File: config.mk
export PLATFORM = sky130hd
export DESIGN_NAME = onchip_mem_copier
export DESIGN_NICKNAME = d
export VERILOG_FILES = /design/src/rtl/onchip_mem_copier.sv
export SDC_FILE = /design/constraint.sdc
export NUM_CORES = 1
export LEC_CHECK = 0
export BUFFER_PORTS_ARGS = -buffer_cell sky130_fd_sc_hd__buf_4
export CORE_MARGIN = 2
export CORE_UTILIZATION = 58
export CTS_BUF_LIST = sky130_fd_sc_hd__clkbuf_8
export DETAILED_ROUTE_END_ITERATION = 12
export PLACE_DENSITY = 0.92
export SYNTH_ARGS = -nofsm -noshare
export SYNTH_HDL_FRONTEND = slang
export SYNTH_SLANG_ARGS = --single-unit
export TNS_END_PERCENT = 20
File: constraint.sdc
create_clock -name clk -period 3.35 [get_ports clk]
set_input_delay 0.67 -clock clk [delete_from_list [all_inputs] [get_ports clk]]
set_output_delay 0.67 -clock clk [all_outputs]
set_load 0.05 [all_outputs]
File: src/rtl/onchip_mem_copier.sv
// Avalon-MM block-copy engine: moves LEN words from SRC to DST inside a
// 256x32 single-port on-chip RAM, programmed through a 4-register slave.
module onchip_mem_copier #(
    parameter int ADDR_W = 8,
    parameter int DATA_W = 32,
    parameter int LEN_W  = 9
) (
    input  logic              clk,
    input  logic              reset,
    input  logic [1:0]        ctl_address,
    input  logic              ctl_chipselect,
    input  logic              ctl_write,
    input  logic              ctl_read,
    input  logic [31:0]       ctl_writedata,
    output logic [31:0]       ctl_readdata,
    output logic              irq,
    output logic [ADDR_W-1:0] mem_address,
    output logic [3:0]        mem_byteenable,
    output logic              mem_chipselect,
    output logic              mem_write,
    output logic [DATA_W-1:0] mem_writedata,
    output logic              mem_clken,
    input  logic [DATA_W-1:0] mem_readdata
);

    localparam logic [LEN_W-1:0] MAX_LEN = LEN_W'(1 << ADDR_W);

    typedef enum logic [1:0] {S_IDLE, S_RD, S_LAT, S_WR} state_t;

    state_t              state_q, state_d;
    logic [ADDR_W-1:0]   src_q, src_d;
    logic [ADDR_W-1:0]   dst_q, dst_d;
    logic [LEN_W-1:0]    len_q, len_d;
    logic                ie_q, ie_d;
    logic                done_q, done_d;
    logic [ADDR_W-1:0]   sp_q, sp_d;
    logic [ADDR_W-1:0]   dp_q, dp_d;
    logic [LEN_W-1:0]    cnt_q, cnt_d;
    logic [31:0]         ctl_readdata_q, ctl_readdata_d;
    logic [ADDR_W-1:0]   mem_address_q, mem_address_d;
    logic                mem_chipselect_q, mem_chipselect_d;
    logic                mem_write_q, mem_write_d;
    logic [DATA_W-1:0]   mem_writedata_q, mem_writedata_d;

    logic                busy;
    logic                ctl_wr;
    logic                ctl_rd;
    logic                start;
    logic [LEN_W-1:0]    len_eff;
    logic                unused_wdata;

    assign busy    = (state_q != S_IDLE);
    assign ctl_wr  = ctl_chipselect & ctl_write;
    assign ctl_rd  = ctl_chipselect & ctl_read;
    assign start   = ctl_wr && (ctl_address == 2'd3) && ctl_writedata[0] && !busy;
    assign len_eff = (len_q > MAX_LEN) ? MAX_LEN : len_q;
    assign unused_wdata = ^ctl_writedata[31:LEN_W];

    always_comb begin
        // NOTE: every next-state value defaults to its current value first, so
        // no path through the branches below can leave a signal unassigned and
        // infer a latch.
        state_d          = state_q;
        src_d            = src_q;
        dst_d            = dst_q;
        len_d            = len_q;
        ie_d             = ie_q;
        done_d           = done_q;
        sp_d             = sp_q;
        dp_d             = dp_q;
        cnt_d            = cnt_q;
        ctl_readdata_d   = ctl_readdata_q;
        mem_address_d    = mem_address_q;
        mem_chipselect_d = mem_chipselect_q;
        mem_write_d      = mem_write_q;
        mem_writedata_d  = mem_writedata_q;

        if (ctl_wr && !busy) begin
            case (ctl_address)
                2'd0:    src_d = ctl_writedata[ADDR_W-1:0];
                2'd1:    dst_d = ctl_writedata[ADDR_W-1:0];
                2'd2:    len_d = ctl_writedata[LEN_W-1:0];
                default: ;
            endcase
        end

        // ie stays writable mid-copy; the W1C clear comes before any done-set
        // below so a completing copy on the same edge wins.
        if (ctl_wr && ctl_address == 2'd3) begin
            ie_d = ctl_writedata[1];
            if (ctl_writedata[2]) done_d = 1'b0;
        end

        if (ctl_rd) begin
            case (ctl_address)
                2'd0:    ctl_readdata_d = 32'(src_q);
                2'd1:    ctl_readdata_d = 32'(dst_q);
                2'd2:    ctl_readdata_d = 32'(len_q);
                default: ctl_readdata_d = {29'd0, done_q, ie_q, busy};
            endcase
        end

        // mem_* are registered: each branch sets the values seen in the next state.
        case (state_q)
            S_IDLE: begin
                if (start) begin
                    if (len_eff == '0) begin
                        done_d = 1'b1;
                    end else begin
                        state_d          = S_RD;
                        sp_d             = src_q;
                        dp_d             = dst_q;
                        cnt_d            = len_eff;
                        done_d           = 1'b0;
                        mem_address_d    = src_q;
                        mem_chipselect_d = 1'b1;
                        mem_write_d      = 1'b0;
                    end
                end
            end
            S_RD: begin
                state_d          = S_LAT;
                mem_chipselect_d = 1'b0;
            end
            S_LAT: begin
                state_d          = S_WR;
                mem_address_d    = dp_q;
                mem_chipselect_d = 1'b1;
                mem_write_d      = 1'b1;
                mem_writedata_d  = mem_readdata;
            end
            S_WR: begin
                sp_d        = sp_q + ADDR_W'(1);
                dp_d        = dp_q + ADDR_W'(1);
                cnt_d       = cnt_q - LEN_W'(1);
                mem_write_d = 1'b0;
                if (cnt_q == LEN_W'(1)) begin
                    state_d          = S_IDLE;
                    mem_chipselect_d = 1'b0;
                    done_d           = 1'b1;
                end else begin
                    state_d          = S_RD;
                    mem_address_d    = sp_q + ADDR_W'(1);
                    mem_chipselect_d = 1'b1;
                end
            end
            default: state_d = S_IDLE;
        endcase
    end

    always_ff @(posedge clk) begin
        // NOTE: state is updated with non-blocking assignments so every flop
        // samples the pre-edge values regardless of statement order.
        if (reset) begin
            state_q          <= S_IDLE;
            src_q            <= '0;
            dst_q            <= '0;
            len_q            <= '0;
            ie_q             <= 1'b0;
            done_q           <= 1'b0;
            sp_q             <= '0;
            dp_q             <= '0;
            cnt_q            <= '0;
            ctl_readdata_q   <= '0;
            mem_address_q    <= '0;
            mem_chipselect_q <= 1'b0;
            mem_write_q      <= 1'b0;
            mem_writedata_q  <= '0;
        end else begin
            state_q          <= state_d;
            src_q            <= src_d;
            dst_q            <= dst_d;
            len_q            <= len_d;
            ie_q             <= ie_d;
            done_q           <= done_d;
            sp_q             <= sp_d;
            dp_q             <= dp_d;
            cnt_q            <= cnt_d;
            ctl_readdata_q   <= ctl_readdata_d;
            mem_address_q    <= mem_address_d;
            mem_chipselect_q <= mem_chipselect_d;
            mem_write_q      <= mem_write_d;
            mem_writedata_q  <= mem_writedata_d;
        end
    end

    assign ctl_readdata   = ctl_readdata_q;
    assign irq            = done_q & ie_q;
    assign mem_address    = mem_address_q;
    assign mem_byteenable = 4'hF;
    assign mem_chipselect = mem_chipselect_q;
    assign mem_write      = mem_write_q;
    assign mem_writedata  = mem_writedata_q;
    assign mem_clken      = 1'b1;

endmodule

==> impl_results.html <==
<table>
<tr><th>Metric</th><th>Value</th></tr>
<tr><th colspan="2">Status</th></tr>
<tr><td>Outcome</td><td>finished, final reports clean</td></tr>
<tr><th colspan="2">Final layout</th></tr>
<tr><td>FILL cells</td><td>649</td></tr>
<tr><td>Most common cell after layout, fill and taps aside</td><td>buf_4</td></tr>
<tr><td>Area growth syn-to-layout</td><td>16.6%</td></tr>
<tr><td>Share of cells above drive strength 1</td><td>21.2%</td></tr>
<tr><td>Number of inserted diodes</td><td>0</td></tr>
<tr><td>Share of the core filled with cells in the final layout</td><td>69.7%</td></tr>
<tr><td>Net count, final</td><td>753</td></tr>
<tr><td>Most frequent cells in the layout</td><td>buf_4 (108), dfxtp_1 (105), nor2_1 (84)</td></tr>
<tr><th colspan="2">Clocking</th></tr>
<tr><td>CTS Hold Buffers Added</td><td>0</td></tr>
<tr><td>Number of setup buffers added after CTS</td><td>0</td></tr>
<tr><td>Master cell of the clock root buffer</td><td>clkbuf_8</td></tr>
<tr><td># resized after CTS</td><td>0</td></tr>
<tr><td>Clock tree from TritonCTS</td><td>built</td></tr>
<tr><td>Clock Tree Buf Depth</td><td>2</td></tr>
<tr><td>Clock-pin transition on the worst setup and hold timing paths</td><td>0.09 ns</td></tr>
<tr><td>Depth of the CTS H-tree</td><td>3</td></tr>
<tr><td>Latest clock arrival within the worst-skew pair</td><td>0.37 ns</td></tr>
<tr><td>Number of sinks on the clock net</td><td>105</td></tr>
<tr><td>Number of clock buffers inserted by TritonCTS</td><td>9</td></tr>
<tr><th colspan="2">Global route</th></tr>
<tr><td>Met2 global-route usage</td><td>42.0%</td></tr>
<tr><td>Most heavily used metal layer in global routing</td><td>met2</td></tr>
<tr><td>Via count of the first global-routing pass</td><td>4346</td></tr>
<tr><td>GR Util All Layers</td><td>25.3%</td></tr>
<tr><td>Initial antenna violation count</td><td>0</td></tr>
<tr><td>Global-route track usage on met3</td><td>5.11%</td></tr>
<tr><td>Maximum number of pins on one net before global-route repair</td><td>43</td></tr>
<tr><td>Met1 track demand over resource in global routing</td><td>31.6%</td></tr>
<tr><td>First-pass GRT wire length</td><td>20200 um</td></tr>
<tr><td>Grt total ovfl</td><td>0</td></tr>
<tr><th colspan="2">Die</th></tr>
<tr><td>Area of the die</td><td>0.00972 mm^2</td></tr>
<tr><td>Number of placed I/O pins</td><td>151</td></tr>
<tr><td>Die Span Y</td><td>98.6 um</td></tr>
<tr><td>Horizontal extent of the die</td><td>98.6 um</td></tr>
<tr><td>Core ar.</td><td>0.00868 mm^2</td></tr>
<tr><td>Row cnt</td><td>34</td></tr>
<tr><td>Starting density of the core</td><td>59.8%</td></tr>
<tr><th colspan="2">Power and ir drop</th></tr>
<tr><td>Net switching share of the total power</td><td>26.0%</td></tr>
<tr><td>Highest ir drop seen on vdd</td><td>301 uV</td></tr>
<tr><td>Clock share of power</td><td>35.5%</td></tr>
<tr><td>Leakage power total</td><td>2.35 nW</td></tr>
<tr><td>Relative contribution of combinational cells to total power</td><td>10.7%</td></tr>
<tr><td>Cell-internal power</td><td>1.75 mW</td></tr>
<tr><td>Power after layout</td><td>2.37 mW</td></tr>
<tr><td>Ratio of total power to cell area</td><td>392 mW/mm^2</td></tr>
<tr><td>Sequential power share</td><td>53.8%</td></tr>
<tr><td>Net switching power figure</td><td>0.616 mW</td></tr>
<tr><th colspan="2">Setup path</th></tr>
<tr><td>List of cells traversed by the critical path</td><td>inv_1 &gt; ha_1 &gt; nand2_1 &gt; nor2_2 &gt; a22oi_4 &gt; o21ai_0 &gt; a21oi_1</td></tr>
<tr><td>Required @ worst endpoint</td><td>3.65 ns</td></tr>
<tr><td>Minimum setup slack among reg-to-reg paths</td><td>1.09 ns</td></tr>
<tr><td>Instance count on the critical path</td><td>7</td></tr>
<tr><td>Top cell family by delay on the critical path</td><td>compound AO/OA/AOI/OAI gates</td></tr>
<tr><td>Arrival time worst endpoint</td><td>2.56 ns</td></tr>
<tr><td>Worst path max stage delay</td><td>0.71 ns</td></tr>
<tr><td>CP Max Fanout</td><td>34</td></tr>
<tr><td>Buffer and inverter count on the worst path</td><td>1</td></tr>
<tr><td>RR Startpoint</td><td>state_q[0]</td></tr>
<tr><td>Timing endpoint of the critical path</td><td>cnt_q[3]</td></tr>
<tr><td>Worst setup path startpoint</td><td>state_q[0]</td></tr>
<tr><td>Slowest stage cell on the critical path</td><td>a22oi_4</td></tr>
<tr><td>Worst setup path class</td><td>register to register</td></tr>
<tr><td>Critical R2R Capture</td><td>cnt_q[3]</td></tr>
<tr><td>Worst reg2reg path depth</td><td>7</td></tr>
<tr><td>Sort of element at the end of the critical path</td><td>register</td></tr>
<tr><td>CP Launch Type</td><td>register</td></tr>
<tr><th colspan="2">Route</th></tr>
<tr><td>Residual antenna-violating net count after detailed routing</td><td>0</td></tr>
<tr><td>Routed vias</td><td>4605</td></tr>
<tr><td>Average wire per standard cell</td><td>15.8 um</td></tr>
<tr><td>DRC violation total after the first TritonRoute iteration</td><td>439</td></tr>
<tr><td>DR vias/cell</td><td>5.87</td></tr>
<tr><td>Total routed wirelength</td><td>12400 um</td></tr>
<tr><td>Drt first pass iters</td><td>5</td></tr>
<tr><td>Remaining design rule violation count</td><td>0</td></tr>
<tr><th colspan="2">Placement</th></tr>
<tr><td>Half-perimeter wire length after detailed placement</td><td>8940 um</td></tr>
<tr><td>Count of input and output buffers</td><td>99</td></tr>
<tr><td>Routability Congestion</td><td>0.902</td></tr>
<tr><td>Worst slack, placed</td><td>0.863 ns</td></tr>
<tr><th colspan="2">Timing</th></tr>
<tr><td>Hold WS</td><td>0.465 ns</td></tr>
<tr><td>Maximum frequency from static timing analysis</td><td>442 MHz</td></tr>
<tr><td>Post-Route Setup TNS</td><td>0 ns</td></tr>
<tr><td>Hold Vio Cnt, Final</td><td>0</td></tr>
<tr><td>Slew at the pin closest to its max-slew limit</td><td>0.912 ns</td></tr>
<tr><td># setup viols final</td><td>0</td></tr>
<tr><td>Min setup slack post-route</td><td>1.09 ns</td></tr>
<tr><td>Final max-slew violation count</td><td>0</td></tr>
<tr><td>Post-route clock skew</td><td>0.0121 ns</td></tr>
<tr><td>Min cycle time layout</td><td>2.26 ns</td></tr>
<tr><td>Unrepaired setup endpoints after global routing</td><td>false</td></tr>
<tr><td>Max_slew headroom</td><td>39.2%</td></tr>
<tr><td>Period Utilization, post-route</td><td>67.5%</td></tr>
<tr><th colspan="2">Yosys</th></tr>
<tr><td>Unique cell type count in the Yosys netlist</td><td>51</td></tr>
<tr><td>Post-synthesis instance area</td><td>0.00519 mm^2</td></tr>
<tr><td>Cell type with the largest total area after synthesis</td><td>dfxtp_1</td></tr>
<tr><td>Average footprint of a synthesized cell</td><td>8.78 um^2</td></tr>
<tr><td>Register bit total from synthesis</td><td>105</td></tr>
<tr><td>Fraction of registers with async set/reset</td><td>0%</td></tr>
<tr><td>Most common flop cell mapped by yosys</td><td>dfxtp_1</td></tr>
<tr><td>Sequential element share of the synthesized area</td><td>40.5%</td></tr>
<tr><td>Post-synth top area share</td><td>40.5%</td></tr>
<tr><td>Count of synthesis-stage warnings from yosys</td><td>0</td></tr>
<tr><td>Cell count after synthesis</td><td>591</td></tr>
<tr><td>Cell types occupying the most area after synthesis</td><td>dfxtp_1 (41%), mux2i_1 (11%), nor2_1 (6.1%)</td></tr>
<tr><td>Count of flip-flops with a built-in enable after synthesis</td><td>0</td></tr>
<tr><th colspan="2">Run</th></tr>
<tr><td>Number of max-capacitance violations reported</td><td>0</td></tr>
<tr><th colspan="2">Hold path</th></tr>
<tr><td>Path type of the worst min-delay path</td><td>register to register</td></tr>
</table>
cells by family (layout without fill, tap and decap cells):
| logic type | Yosys count | count (layout) | synth area share (%) |
|---|---|---|---|
| and+or+nand+nor | 210 | 210 | 18.9 |
| AOI/OAI and AO/OA | 123 | 123 | 16.3 |
| DFF | 105 | 105 | 40.5 |
| buffers and inverters | 74 | 133 | 8.27 |
| muxes | 62 | 62 | 12.7 |
| adders and majority gates | 10 | 10 | 2.41 |
| xor gates and xnor gates | 5 | 5 | 0.844 |
| other | 2 | 28 | 0.145 |
final cells by class:
| class | instances | area (um^2) | share of cell area, % |
|---|---|---|---|
| clock buffers | 9 | 124 | 2.05 |
| clock inverters | 6 | 83.8 | 1.39 |
| flip-flops and latches | 105 | 2100 | 34.7 |
| well taps | 108 | 135 | 2.23 |
| multi-input cells | 438 | 2760 | 45.6 |
| repair buffers | 108 | 811 | 13.4 |
| inverters | 10 | 37.5 | 0.620 |
routing by layer:
metal | up-vias | wire, um
met5 | - | 0
met4 | 0 | 444
met3 | 36 | 1140
met2 | 237 | 6010
met1 | 2147 | 4790
li1 | 2185 | -
tightest hold or removal path: stages (launching register included):
cell,delay (ns)
dfxtp_1,0.32
nand2_1,0.05
a21oi_1,0.05
Yosys cell counts, drive strengths merged (3+ instances only):
| cell | count |
|---|---|
| a211oi | 14 |
| a21o | 3 |
| a21oi | 52 |
| a221oi | 4 |
| a22oi | 9 |
| a311oi | 6 |
| a31oi | 3 |
| and2 | 6 |
| and3 | 7 |
| buf | 47 |
| clkbuf | 17 |
| dfxtp | 105 |
| ha | 10 |
| inv | 10 |
| mux2i | 59 |
| mux4 | 3 |
| nand2 | 51 |
| nand3 | 19 |
| nand4 | 4 |
| nor2 | 85 |
| nor2b | 5 |
| nor3 | 20 |
| nor4 | 5 |
| o21ai | 17 |
| o32ai | 8 |
| xnor2 | 3 |
state kept, by name (all words and copies together) (netlist names), 2 cells and up:
register	flops
src_q	8
sp_q	8
dp_q	8
cnt_q	9
mem_writedata	32
ctl_readdata	9
len_q	9
mem_address	8
dst_q	8
state_q	2
metrics by stage:
stage / cells / area (um^2)
6_report: 784 / 6050
5_1_grt: 784 / 6050
4_1_cts: 784 / 6050
3_5_place_dp: 769 / 5840
3_3_place_gp: 769 / 5840
2_1_floorplan: 617 / 5290
worst min-delay path by stage:
stage | from | endpoint | slack [ns] | cells after the start
final | mem_chipselect | mem_chipselect | 0.47 | 2
after global routing | ctl_readdata[1] | ctl_readdata[1] | 0.49 | 2
after CTS | ctl_readdata[2] | ctl_readdata[2] | 0.47 | 2
after detailed placement | ctl_readdata[1] | ctl_readdata[1] | 0.46 | 2
after global placement | ctl_readdata[8] | ctl_readdata[8] | 0.44 | 2
after floorplan | ie_q | ie_q | 0.44 | 2
power groups by stage:
stage / logic [mW] / registers (mW) / clock network [mW]
after detailed placement: 0.252 / 1.30 / 0
after CTS: 0.253 / 1.27 / 0.848
final: 0.254 / 1.27 / 0.841
after global routing: 0.271 / 1.28 / 0.892
after global placement: 0.247 / 1.30 / 0
after floorplan: 0.185 / 1.32 / 0
No activity file was read; power rests on OpenSTA's default activity.
